**config.mk**
```make
export PLATFORM = sky130hd
export DESIGN_NAME = sort_pkt_arbiter
export DESIGN_NICKNAME = d
export VERILOG_FILES = /design/src/rtl/sort_arb_pkg.sv /design/src/rtl/tag_fifo.sv /design/src/rtl/sort_pkt_arbiter.sv
export SDC_FILE = /design/constraint.sdc
export NUM_CORES = 1
export LEC_CHECK = 0
export CORE_UTILIZATION = 36
export CTS_CLUSTER_DIAMETER = 120
export DETAILED_ROUTE_END_ITERATION = 6
export PLACE_DENSITY = 0.95
export SYNTH_ARGS = -nofsm -noshare
export SYNTH_HDL_FRONTEND = slang
export SYNTH_SLANG_ARGS = --single-unit
```
**constraint.sdc**
```tcl
create_clock -name clk_i -period 3.25 [get_ports clk_i]
set_input_delay 0.325 -clock clk_i [delete_from_list [all_inputs] [get_ports clk_i]]
set_output_delay 0.325 -clock clk_i [all_outputs]
set_load 0.1 [all_outputs]
```
**src/rtl/sort_arb_pkg.sv**
```systemverilog
// Shared types for the sorting-engine packet arbiter: FSM state encoding
// and the channel-index width helper.
package sort_arb_pkg;

  typedef enum logic {
    IDLE_S = 1'b0,
    FWD_S  = 1'b1
  } state_t;

  // Width of a channel index; never narrower than one bit.
  function automatic int calc_chw(input int num_ch);
    return (num_ch > 2) ? $clog2(num_ch) : 1;
  endfunction

endpackage

```
**src/rtl/tag_fifo.sv**
```systemverilog
// Show-ahead FIFO holding the originating channel of every packet that is
// inside the sorting engine. DEPTH must be a power of two, at least 2.
module tag_fifo #(
  parameter int WIDTH = 2,
  parameter int DEPTH = 4
) (
  input  logic             clk_i,
  input  logic             srst_ni,
  input  logic             push_i,
  input  logic [WIDTH-1:0] push_data_i,
  input  logic             pop_i,
  output logic [WIDTH-1:0] head_o,
  output logic             full_o,
  output logic             empty_o
);

  localparam int AW = (DEPTH > 1) ? $clog2(DEPTH) : 1;

  logic [WIDTH-1:0] mem_reg [DEPTH];
  logic [AW:0]      wr_ptr_reg;
  logic [AW:0]      rd_ptr_reg;
  logic             push_ok;
  logic             pop_ok;

  // Extra pointer MSB distinguishes full from empty when the indices match.
  assign empty_o = (wr_ptr_reg == rd_ptr_reg);
  assign full_o  = (wr_ptr_reg[AW] != rd_ptr_reg[AW]) &&
                   (wr_ptr_reg[AW-1:0] == rd_ptr_reg[AW-1:0]);
  assign push_ok = push_i && (!full_o || pop_i);
  assign pop_ok  = pop_i && !empty_o;
  assign head_o  = mem_reg[rd_ptr_reg[AW-1:0]];

  always_ff @(posedge clk_i) begin
    if (!srst_ni) begin
      wr_ptr_reg <= '0;
      rd_ptr_reg <= '0;
    end else begin
      if (push_ok) wr_ptr_reg <= wr_ptr_reg + 1'b1;
      if (pop_ok)  rd_ptr_reg <= rd_ptr_reg + 1'b1;
    end
  end

  always_ff @(posedge clk_i) begin
    if (push_ok) mem_reg[wr_ptr_reg[AW-1:0]] <= push_data_i;
  end

endmodule

```
**src/rtl/sort_pkt_arbiter.sv**
```systemverilog
// Round-robin packet arbiter feeding a shared sorting engine; the channel of
// each packet is queued so the sorted result can be tagged on its way out.
module sort_pkt_arbiter
  import sort_arb_pkg::*;
#(
  parameter  int DWIDTH    = 16,
  parameter  int NUM_CH    = 4,
  parameter  int TAG_DEPTH = 4,
  localparam int CHW       = calc_chw(NUM_CH)
) (
  input  logic                     clk_i,
  input  logic                     srst_ni,
  input  logic [NUM_CH*DWIDTH-1:0] in_data_i,
  input  logic [NUM_CH-1:0]        in_startofpacket_i,
  input  logic [NUM_CH-1:0]        in_endofpacket_i,
  input  logic [NUM_CH-1:0]        in_valid_i,
  output logic [NUM_CH-1:0]        in_ready_o,
  output logic [DWIDTH-1:0]        srt_data_o,
  output logic                     srt_startofpacket_o,
  output logic                     srt_endofpacket_o,
  output logic                     srt_valid_o,
  input  logic                     srt_ready_i,
  input  logic [DWIDTH-1:0]        ret_data_i,
  input  logic                     ret_startofpacket_i,
  input  logic                     ret_endofpacket_i,
  input  logic                     ret_valid_i,
  output logic                     ret_ready_o,
  output logic [DWIDTH-1:0]        out_data_o,
  output logic                     out_startofpacket_o,
  output logic                     out_endofpacket_o,
  output logic                     out_valid_o,
  output logic [CHW-1:0]           out_channel_o,
  input  logic                     out_ready_i,
  output logic                     err_o
);

  state_t           state_reg;
  logic [CHW-1:0]   grant_reg;
  logic [CHW-1:0]   rr_ptr_reg;
  logic [CHW-1:0]   rr_ptr_next;
  logic             err_reg;

  logic [DWIDTH-1:0] ch_data [NUM_CH];
  logic [NUM_CH-1:0] cand;
  logic [CHW-1:0]    pick;
  logic              pick_found;
  logic              grant_take;
  logic              fwd;
  logic              srt_acc;
  logic              ret_acc;
  logic              fifo_push;
  logic              fifo_pop;
  logic              fifo_full;
  logic              fifo_empty;
  logic [CHW-1:0]    fifo_head;

  genvar gi;
  generate
    for (gi = 0; gi < NUM_CH; gi++) begin : g_unpack
      assign ch_data[gi] = in_data_i[gi*DWIDTH +: DWIDTH];
    end
  endgenerate

  assign cand = in_valid_i & in_startofpacket_i;

  // First packet-start candidate at or above rr_ptr, wrapping around.
  always_comb begin
    pick       = '0;
    pick_found = 1'b0;
    for (int i = 0; i < NUM_CH; i++) begin
      if (!pick_found && cand[(int'(rr_ptr_reg) + i) % NUM_CH]) begin
        pick_found = 1'b1;
        pick       = CHW'((int'(rr_ptr_reg) + i) % NUM_CH);
      end
    end
  end

  assign rr_ptr_next = CHW'((int'(pick) + 1) % NUM_CH);
  assign grant_take  = (state_reg == IDLE_S) && pick_found && !fifo_full;
  assign fwd         = (state_reg == FWD_S);

  assign srt_data_o          = ch_data[grant_reg];
  assign srt_valid_o         = fwd && in_valid_i[grant_reg];
  assign srt_startofpacket_o = fwd && in_startofpacket_i[grant_reg];
  assign srt_endofpacket_o   = fwd && in_endofpacket_i[grant_reg];
  assign srt_acc             = srt_valid_o && srt_ready_i;

  // Idle: swallow beats that arrive without a packet start so they cannot stall a channel.
  always_comb begin
    in_ready_o = '0;
    if (fwd) in_ready_o[grant_reg] = srt_ready_i;
    else     in_ready_o = in_valid_i & ~in_startofpacket_i;
  end

  assign out_data_o          = ret_data_i;
  assign out_startofpacket_o = ret_startofpacket_i;
  assign out_endofpacket_o   = ret_endofpacket_i;
  assign out_valid_o         = ret_valid_i;
  assign ret_ready_o         = out_ready_i;
  assign ret_acc             = ret_valid_i && out_ready_i;
  assign out_channel_o       = fifo_empty ? '0 : fifo_head;
  assign err_o               = err_reg;

  assign fifo_push = srt_acc && srt_startofpacket_o;
  assign fifo_pop  = ret_acc && ret_endofpacket_i && !fifo_empty;

  tag_fifo #(
    .WIDTH (CHW),
    .DEPTH (TAG_DEPTH)
  ) u_tag_fifo (
    .clk_i       (clk_i),
    .srst_ni     (srst_ni),
    .push_i      (fifo_push),
    .push_data_i (grant_reg),
    .pop_i       (fifo_pop),
    .head_o      (fifo_head),
    .full_o      (fifo_full),
    .empty_o     (fifo_empty)
  );

  always_ff @(posedge clk_i) begin
    if (!srst_ni) begin
      state_reg  <= IDLE_S;
      grant_reg  <= '0;
      rr_ptr_reg <= '0;
      err_reg    <= 1'b0;
    end else begin
      if (ret_acc && fifo_empty) err_reg <= 1'b1;
      case (state_reg)
        IDLE_S: begin
          if (grant_take) begin
            grant_reg  <= pick;
            rr_ptr_reg <= rr_ptr_next;
            state_reg  <= FWD_S;
          end
        end
        FWD_S: begin
          if (srt_acc && in_endofpacket_i[grant_reg]) state_reg <= IDLE_S;
        end
        default: state_reg <= IDLE_S;
      endcase
    end
  end

endmodule

```
After elaboration in Yosys (flattened, before gate mapping)

Memory sizes are Yosys's and may differ from the RTL's. A register that Yosys moved wholly into a read port is not among the register bits.
Index checks and enable logic that the tools add are counted.

Register bits: 12
Bits in writable memories: 8
Memories: 1
Bits of input ports: 99

Memory list:

| memory             | words | bits a word | read ports | clocked after Yosys merged registers in | wr ports | RTL line       | source |
|---|---|---|---|---|---|---|---|
| u_tag_fifo.mem_reg | 4     | 2           | 1          | 1                                       | 1        | tag_fifo.sv:19 | `logic [WIDTH-1:0] mem_reg [DEPTH];` |

Reduce and logical (&&, ||, !) cells: 29
Magnitude comparators: 7
Add/sub/neg operators: 6
Eq/ne operators: 3
Mux-type cells: 39
Bitwise logic cells: 9

Operators by type and width:

| kind                                                              | number |
|---|---|
| binary-select mux 16 bit (select 2 bit)                           | 1 |
| two-way mux 16 bit                                                | 2 |
| logical AND 1 bit                                                 | 19 |
| two-way mux 1 bit                                                 | 19 |
| binary-select mux 1 bit (select 2 bit)                            | 7 |
| two-way mux 2 bit                                                 | 7 |
| AND 4 bit                                                         | 3 |
| less-than comparator 3 x 4 -> 1 bit, second input constant        | 3 |
| adder 3 x 1 -> 3 bit, second input constant                       | 2 |
| less-than comparator 2 x 3 -> 1 bit, second input constant        | 2 |
| OR reduction 2 bit                                                | 3 |
| logical NOT 1 bit                                                 | 5 |
| adder 2 x 1 -> 2 bit, second input constant                       | 2 |
| adder 2 bit, second input constant                                | 2 |
| two-way mux 4 bit                                                 | 1 |
| NOT 4 bit                                                         | 1 |
| AND 1 bit, first input constant                                   | 3 |
| == test 3 bit                                                     | 1 |
| greater-or-equal comparator 3 bit, second input constant          | 1 |
| NOT 2 -> 3 bit                                                    | 1 |
| demux 1 bit (select 2 bit)                                        | 1 |
| == test 2 bit                                                     | 1 |
| greater-or-equal comparator 2 x 1 -> 1 bit, second input constant | 1 |
| one-hot mux 1 bit (2 select lines)                                | 1 |
| 4 further kinds                                                   | 4 |

Depth between registers and ports, before layout

Gate-level depths: netlist (run 1).

Word-level depth: 18
Depth in mapped cells: 6
Gate-level depth less buffers: 5

Cells and area by module

From an unflattened synthesis (run 1), not the netlist that was laid out.

Cells, all modules: 176
Area, all modules: 2016.9 µm²

By module, submodules not included:

| module           | cells each | times used | area an instance (µm²) | sequential area each (µm²) |
|---|---|---|---|---|
| sort_pkt_arbiter | 112        | 1          | 1209.9                 | 120.1 |
| tag_fifo         | 64         | 1          | 807.0                  | 400.4 |

Least setup slack after synthesis (run 1)

No wires, ideal clock.

Kind: flip-flop to output port
From: register state_reg, in the netlist fwd
To: output port in_ready_o[0]
Setup slack: 0.154 ns
Cell stages (with the launch flop): 3
Data arrival time: 2.771 ns
Path buffers: 1
Required time: 2.925 ns
Cell sequence: dfxtp_1 -> clkbuf_1 -> o32ai_1

Word-level cells in the longest chain between the ends: 1

RTL lines:

| item                   | RTL line                | source |
|---|---|---|
| start, declared        | sort_pkt_arbiter.sv:37  | `state_t state_reg;` |
| start signal, assigned | sort_pkt_arbiter.sv:123 | `state_reg <= IDLE_S;` |
| start signal, assigned | sort_pkt_arbiter.sv:134 | `state_reg <= FWD_S;` |
| start signal, assigned | sort_pkt_arbiter.sv:138 | `if (srt_acc && in_endofpacket_i[grant_reg]) state_reg <= IDLE_S;` |
| two-way mux 4 bit      | sort_pkt_arbiter.sv:91  | `if (fwd) in_ready_o[grant_reg] = srt_ready_i;` |
| end, declared          | sort_pkt_arbiter.sv:17  | `output logic [NUM_CH-1:0] in_ready_o,` |

Every way passes these cells.

Worst setup path in the final report (run 1)

From: register grant_reg[0]
To: output port srt_endofpacket_o

Word-level cells in the longest chain between the ends: 3

RTL lines:

| item                                    | RTL line                | source |
|---|---|---|
| start, declared                         | sort_pkt_arbiter.sv:38  | `logic [CHW-1:0] grant_reg;` |
| start signal, assigned                  | sort_pkt_arbiter.sv:132 | `grant_reg <= pick;` |
| binary-select mux 1 bit (select 2 bit)  | sort_pkt_arbiter.sv:85  | `assign srt_endofpacket_o = fwd && in_endofpacket_i[grant_reg];` |
| two-way mux 1 bit (not written as such) | sort_pkt_arbiter.sv:85  |  |
| logical AND 1 bit                       | sort_pkt_arbiter.sv:85  |  |
| end, declared                           | sort_pkt_arbiter.sv:20  | `output logic srt_endofpacket_o,` |

Every way passes these cells. The select of a mux whose other input is x is not followed.

==> results of run 1 <==
[worst min-delay path by stage]
stage	end	slack, ns	cells past startpoint
after floorplan	u_tag_fifo.wr_ptr_reg[2]$_SDFFE_PN0P_	0.46	2
after global placement	err_o$_SDFFE_PN0P_	0.45	2
after detailed placement	err_o$_SDFFE_PN0P_	0.46	2
after CTS	err_o$_SDFFE_PN0P_	0.48	2
after global routing	u_tag_fifo.wr_ptr_reg[2]$_SDFFE_PN0P_	0.51	2
final	err_o$_SDFFE_PN0P_	0.48	2
[critical path: cells and delay by family (launching register included)]
family / cells / cell delay [ns]
buffers and inverters: 2 / 0.55
flip-flops: 1 / 0.56
multiplexers: 1 / 0.66
AND/OR/NAND/NOR: 1 / 0.22
[final cells by class]
class | count | area (sq um) | share of cell area (%)
well taps | 67 | 83.8 | 2.96
flip-flops and latches | 22 | 520 | 18.4
multi-input cells | 112 | 1090 | 38.4
clock buffers | 4 | 45.0 | 1.59
repair buffers | 112 | 1060 | 37.4
inverters | 10 | 37.5 | 1.32
[cells in the mapped netlist, types with 3 or more instances]
master	number
sky130_fd_sc_hd__and2_1	7
sky130_fd_sc_hd__nand3_1	4
sky130_fd_sc_hd__xor2_1	3
sky130_fd_sc_hd__ha_1	5
sky130_fd_sc_hd__o21ai_0	6
sky130_fd_sc_hd__o32ai_1	4
sky130_fd_sc_hd__mux4_2	20
sky130_fd_sc_hd__nor2_1	9
sky130_fd_sc_hd__buf_1	3
sky130_fd_sc_hd__xnor2_1	5
sky130_fd_sc_hd__edfxtp_1	8
sky130_fd_sc_hd__a221oi_1	3
sky130_fd_sc_hd__buf_4	20
sky130_fd_sc_hd__inv_1	9
sky130_fd_sc_hd__dfxtp_1	14
sky130_fd_sc_hd__nand2_1	14
sky130_fd_sc_hd__a21oi_1	3
[cell families after synthesis]
logic type                 synth area share [%]
muxes                                      27.0
and+or+nand+nor                            12.9
xor gates and xnor gates                   3.81
adders and majority gates                  3.41
AOI/OAI and AO/OA                          12.1
buffers and inverters                      12.4
DFF                                        28.3
[per-layer routing]
layer  vias to the layer above  GRT usage (%)  wire, microns  share of wire (%)
met2                        91           38.9           2970                 54
met3                        18           2.74            497                9.0
met4                         0           8.33            130                2.4
li1                        807              -              -                  -
met1                       816           21.9           1910                 35
met5                         -              0              0                  0
[where the power goes]
| group | switching [W] | internal, W | total, W |
|---|---|---|---|
| Sequential | 0.0000315 | 0.000301 | 0.000332 |
| Clock | 0.0000857 | 0.0000875 | 0.000173 |
| Combinational | 0.000476 | 0.000255 | 0.000731 |
[through the flow]
| stage | cell area (sq um) | util (%) | hold WS (ns) |
|---|---|---|---|
| CTS | 2830 | 58.8 | 0.483 |
| finish | 2830 | 58.8 | 0.481 |
| floorplan | 1840 | - | 0.459 |
| detailed placement | 2790 | 57.9 | 0.464 |
| global route | 2830 | 58.8 | 0.509 |
| global placement | 2790 | 57.9 | 0.449 |
==> run summary, run 1 <==
The origin of the worst setup path was grant_reg[0]$_SDFFE_PN0P_. For the filler cell count, the log shows 396. The worst setup margin is 0.655 ns. The post-synthesis net count came out at 276.

The via total after detailed routing is 1,732. The number of synthesis warnings was 0; the count of unique library cells instantiated by Yosys was 45. Dividing the detail-routed via count by the number of cells gives 5.30.

Measured along the y axis, the die boundary spans 73.4 microns. Setup violations remaining at the end of the flow were counted as 0. The effective utilization at floorplan is 38.1%, and the count of placed standard cells including taps is 323. Setup total negative slack on the finished layout was measured at 0 ns. The tool flagged a number of max-cap violations equal to 0. Slowest library cell on the worst path: sky130_fd_sc_hd__mux4_1. Sorting the synthesized cells by area gives the leading types as sky130_fd_sc_hd__mux4_2 25%, sky130_fd_sc_hd__dfxtp_1 15%, sky130_fd_sc_hd__edfxtp_1 13%. The tools report the capturing element of the worst setup path as srt_endofpacket_o. The clock passes through at most 2 buffers. Of all nets on the critical path, the largest fanout is 19. The number of cells produced by synthesis was 172; the width of the chip was 73.4 microns. The tools report the violation count after the first detailed-route iteration as 75.

The endpoint identified for the worst register-to-register timing path is u_tag_fifo.mem_reg[0][1]$_DFFE_PP_. The leakage power of the design was 1.06 nW. The most frequently used flop master after synthesis is sky130_fd_sc_hd__dfxtp_1.

Across all register-to-register paths, the minimum setup slack is 1.18 ns. In the layout the commonest cells are 82 x sky130_fd_sc_hd__clkdlybuf4s50_1, 29 x sky130_fd_sc_hd__buf_4, 20 x sky130_fd_sc_hd__mux4_2. Global routing used 20.2% of the available tracks across all layers.

In the synthesized netlist the async set-or-reset flop fraction comes to 0%. The element type at the critical path end was a primary output. The number of buffers added to fix hold violations after cts is 0.

TritonCTS built the clock tree. For the worst setup path, the data required time is 2.92 ns. For the worst flop-to-flop path, the logic depth is 4.

The worst path needs 2.60 ns of the cycle, external delays included. The clock drives 22 sinks. The final clock period utilization by the worst path is 79.9%, and the count of buffers added by post-CTS timing repair for setup is 0.

The net count of the finished layout is 365. The top cell type by total area after synthesis was sky130_fd_sc_hd__mux4_2. The maximum single-stage delay on the critical path was 0.66 ns. The final routed wire length divided by cell count was 16.9 microns; the maximum number of pins on one net before global-route repair was 20. Across the routed clock network, the largest skew measured is 0.00511 ns. The run gives 1840 sq um as the area of the mapped netlist.

The count of port buffers added during placement works out to 110. The critical path goes through buf_4 -> mux4_1 -> and2_1 -> buf_12. Synthesis inferred 22 register bits. The number of global-route vias before repair is 1,698. The tightest min-delay check is of the register to register type. The worst register-to-register path begins at grant_reg[1]$_SDFFE_PN0P_.

Cells with a size suffix above 1 make up 21.9% of the layout. Number of placement rows: 25. The flow ran to the end, and the final reports show no timing, DRC or antenna violations. The worst setup path is launched from a register.

Setup repair after global routing left no endpoint under its margin. The total power divided by cell area was 436 nW/um^2. Counting flops with a built-in enable in the synthesized netlist gives 8. The congestion estimate from routability-driven global placement came to 0.922. Mean cell area of the mapped netlist: 10.7 sq um.

Power comes to 0.00124 W. The total overflow left after global routing is 0. The worst-case headroom to the max-slew limit is 35.6%, and the transition time of the tightest slew-check pin is 0.963 ns. The insertion delay of the later-clocked pin in the worst-skew pair is 0.26 ns, and the share of the synthesized area in the top cell type is 24.5%.

The first global-routing pass estimated 8240 microns of wire. The repair_antennas step left the layout with diodes totalling 0. The register clock-pin slew on the reported worst setup and hold paths is 0.08 ns.

The count of TritonRoute iterations in the first routing pass was 4; the pre-CTS setup slack was 0.927 ns. The top achievable clock speed came out at 0.385 GHz. For this run, the number of standard cells in the final layout without fillers is 327. The core region is 4820 sq um. Post-CTS repair changed the size of 0 cells. The number of H-tree levels came out at 1.

The origin of the worst min-delay path was err_o$_SDFFE_PN0P_. The master cell of the clock root buffer is sky130_fd_sc_hd__clkbuf_8. The initial antenna violation count was 0. After synthesis, flip-flops and latches occupy 28.3% of the total area. The data arrival time of the worst path is 2.27 ns, and the peak supply drop is 0.239 mV. The critical path is of the register to primary output type. Pin placement for this block handled 145 I/O pins. The floorplan step defined a die boundary enclosing 5390 sq um. The tools report the total count of hold-check failures in the final report as 0. Wires add up to 5520 microns. The most common cell after layout, fill and taps aside was sky130_fd_sc_hd__clkdlybuf4s50_1. Area growth from synthesis to layout: 54.3%.

The DRC violation count after routing came out at 0. In this run the remaining antenna-violating nets after routing total 0. The estimated wirelength of the detail-placed design is 4490 microns.

The run gives 0 as the final number of max-transition violations. Buffers inserted during clock tree synthesis total 3.
Note: power is estimated with default switching activity, not from simulation.
==> run 2: changes to the inputs <==
- CORE_UTILIZATION: 36 -> 34
- PLACE_DENSITY: 0.95 -> 0.94
- clock period: 3.25 -> 2.5 ns (I/O delays scaled with it)
==> run summary, run 2 (synthesis gave the netlist of run 1 again) <==
The flow ran to the end, and the final reports show no timing, DRC or antenna violations. The switching fraction of total power is 43.5%, and the clock sink total is 22. On the final layout, the worst hold slack is 0.497 ns.

The tools report the number of placement rows as 26. The master cell of the clock root buffer was sky130_fd_sc_hd__clkbuf_8. The final number of max-transition violations was 0. The initial antenna violation count was 0. The first global-routing pass estimated 8590 microns of wire.

The pre-antenna-repair detailed-routing pass consisted of 4 iterations. The region available for standard cell placement spans 5140 sq um. The switching power of the nets came out at 0.000828 W.

The area of the die is 5700 sq um, and the count of buffers added by post-CTS timing repair for setup is 0. Data arrival time of the worst path: 2.13 ns. The logs give 366 for the count of nets after finishing and 17.7% for the relative contribution of the clock network to total power. The count of buffers added on input and output ports is 110. For the number of H-tree levels, the log shows 1. Total power for the finished layout comes to 0.00191 W. The summed area of non-filler cells in the final layout is 3140 sq um. The logs give 0 for the count of antenna-violating nets left after detailed routing and 2 for the clock tree buffer depth. The detailed router finished its first iteration with 35 violations.

The total inserted antenna cells is 0, and the maximum single-stage delay on the critical path is 0.65 ns. The worst setup path is captured at a primary output. In this run, post-CTS hold repair placed 0 buffers. In the global route stage, met2 resource usage came out at 41.2%.

The leakage power of the design is 1.17 nW. Once layout is complete, the utilization of the core stands at 61.2%. The worst setup path is launched from a register. The y dimension of the die was 75.5 microns.

Global-route met3 utilization: 3.31%. In the final routed layout, each cell accounts on average for 18.2 microns. The logs give 0 for the post-CTS resize count and 0.122 ns for the worst setup margin. At the pin with the least slew margin, the transition time is 0.491 ns. After detailed routing, the number of remaining DRC violations is 0.

Across every metal layer, demand over resource in global routing totals 20.8%. The worst pin sits at a relative slew slack of 67.2%. The run gives 0 as the total congestion overflow.

Register clock-pin slew on the reported worst setup and hold paths: 0.08 ns. The class of the most critical setup path was register to primary output. Setup violations remaining at the end of the flow were counted as 0. The relative contribution of combinational cells to total power was 59.9%.

TritonCTS built the clock tree. The final critical-path required period was 2.38 ns; the final routed wirelength across all metal layers was 6040 microns. The largest individual stage delay along the critical path comes from the cell sky130_fd_sc_hd__mux4_1. Derived from the worst setup path, the maximum achievable clock frequency is 0.421 GHz.

The standard cell area after detailed placement is 3070 sq um. Along the worst path, the maximum fanout reaches 15. Traced cell by cell, the critical path runs through buf_4 -> mux4_1 -> and2_1 -> buf_12.

Before CTS, the worst setup slack after placement is 0.321 ns. Buffers inserted during clock tree synthesis total 3. The min-delay analysis places its worst path in the category register to register. The logs give 145 for the number of I/O pins and 4970 microns for the estimated wirelength of the detail-placed design. On the final layout, the worst clock skew is 0.00791 ns. The final clock period utilization by the worst path is 95.1%. The die is 75.5 microns wide. The peak supply drop came out at 0.364 mV.

In the layout the commonest cells are 81 x sky130_fd_sc_hd__clkdlybuf4s50_1, 23 x sky130_fd_sc_hd__buf_12, 20 x sky130_fd_sc_hd__mux4_2. The post-route netlist has 23.0% of its cells at a drive strength greater than 1. Setup repair after global routing left no endpoint under its margin. Effective utilization at floorplan: 35.7%.

Leaving out fill and tap cells, the most frequent cell in the layout is sky130_fd_sc_hd__clkdlybuf4s50_1. Data on the critical path is required at its endpoint by 2.25 ns. The internal cell power came out at 0.00108 W. The layout has 393 filler cells. The most utilized layer in the global route result is met2.

The total count of hold-check failures in the final report was 0. The tool flagged a number of max-cap violations equal to 0. The part of the total power dissipated in sequential elements came out at 22.4%. After detailed routing, the number of vias per cell comes to 5.33. The area growth from synthesis to layout is 71.2%. Power spread over the standard cell area amounts to 606 nW/um^2. Entering global routing, the biggest net connects 16 pins. The routability congestion estimate from global placement is 0.984, and the insertion delay of the later-clocked pin in the worst-skew pair is 0.27 ns. The routed layout has 1,765 vias. Global routing consumed, on the met1 layer, 20.1% of the routing resources. Number of global-route vias before repair: 1,743.
==> run 2: cell types whose count changed in the layout (fill, tap and decap cells not counted), sizes merged <==
| cell | delta |
|---|---|
| buf | +2 |
| clkdlybuf4s50 | -1 |
| bufinv | +1 |
| clkbuf | -1 |
==> run 2: metal layers <==
metal  vias to the layer above  wire length, microns
li1                        818                     -
met1                       845                  2010
met2                        86                  3250
met3                        16                   548
met4                         0                   222
met5                         -                     0
==> run 2: final timing paths <==
path / start / end / slack, ns / depth (start not counted)
worst max register to register: grant_reg[1]$_SDFFE_PN0P_ / u_tag_fifo.mem_reg[0][0]$_DFFE_PP_ / 0.56 / 4
worst min register to register: err_o$_SDFFE_PN0P_ / err_o$_SDFFE_PN0P_ / 0.50 / 2
worst max-delay path: grant_reg[0]$_SDFFE_PN0P_ / srt_endofpacket_o / 0.12 / 4
worst min-delay path: err_o$_SDFFE_PN0P_ / err_o$_SDFFE_PN0P_ / 0.50 / 2
==> run 2: power by group through the flow <==
| stage | logic [W] | registers (W) | clock network, W |
|---|---|---|---|
| 2_1_floorplan | 0.000823 | 0.000422 | 0 |
| 3_3_place_gp | 0.00112 | 0.000434 | 0 |
| 3_5_place_dp | 0.00114 | 0.000435 | 0 |
| 4_1_cts | 0.00115 | 0.000427 | 0.000337 |
| 5_1_grt | 0.00118 | 0.000431 | 0.000347 |
| 6_report | 0.00114 | 0.000428 | 0.000336 |
==> run 2: area by class of cell <==
type                       count  area (sq um)  area share [%]
clock buffer                   3          41.3            1.31
multi-input combinational    112          1090            34.6
timing repair buffer         113          1340            42.6
sequential                    22           520            16.6
clock inverter                 1          30.0           0.955
tap                           70          87.6            2.79
inverter                      10          37.5            1.19
==> run 2: stage by stage <==
step,TNS (ns),cells
floorplan,-2.08,172
global placement,0,327
detailed placement,0,327
CTS,0,331
global route,0,331
finish,0,331
==> run 2: critical path, delay by kind of cell, from the launching register on <==
| family | cells | cell delay [ns] |
|---|---|---|
| DFF | 1 | 0.48 |
| muxes | 1 | 0.65 |
| and+or+nand+nor | 1 | 0.22 |
| buffers and inverters | 2 | 0.49 |
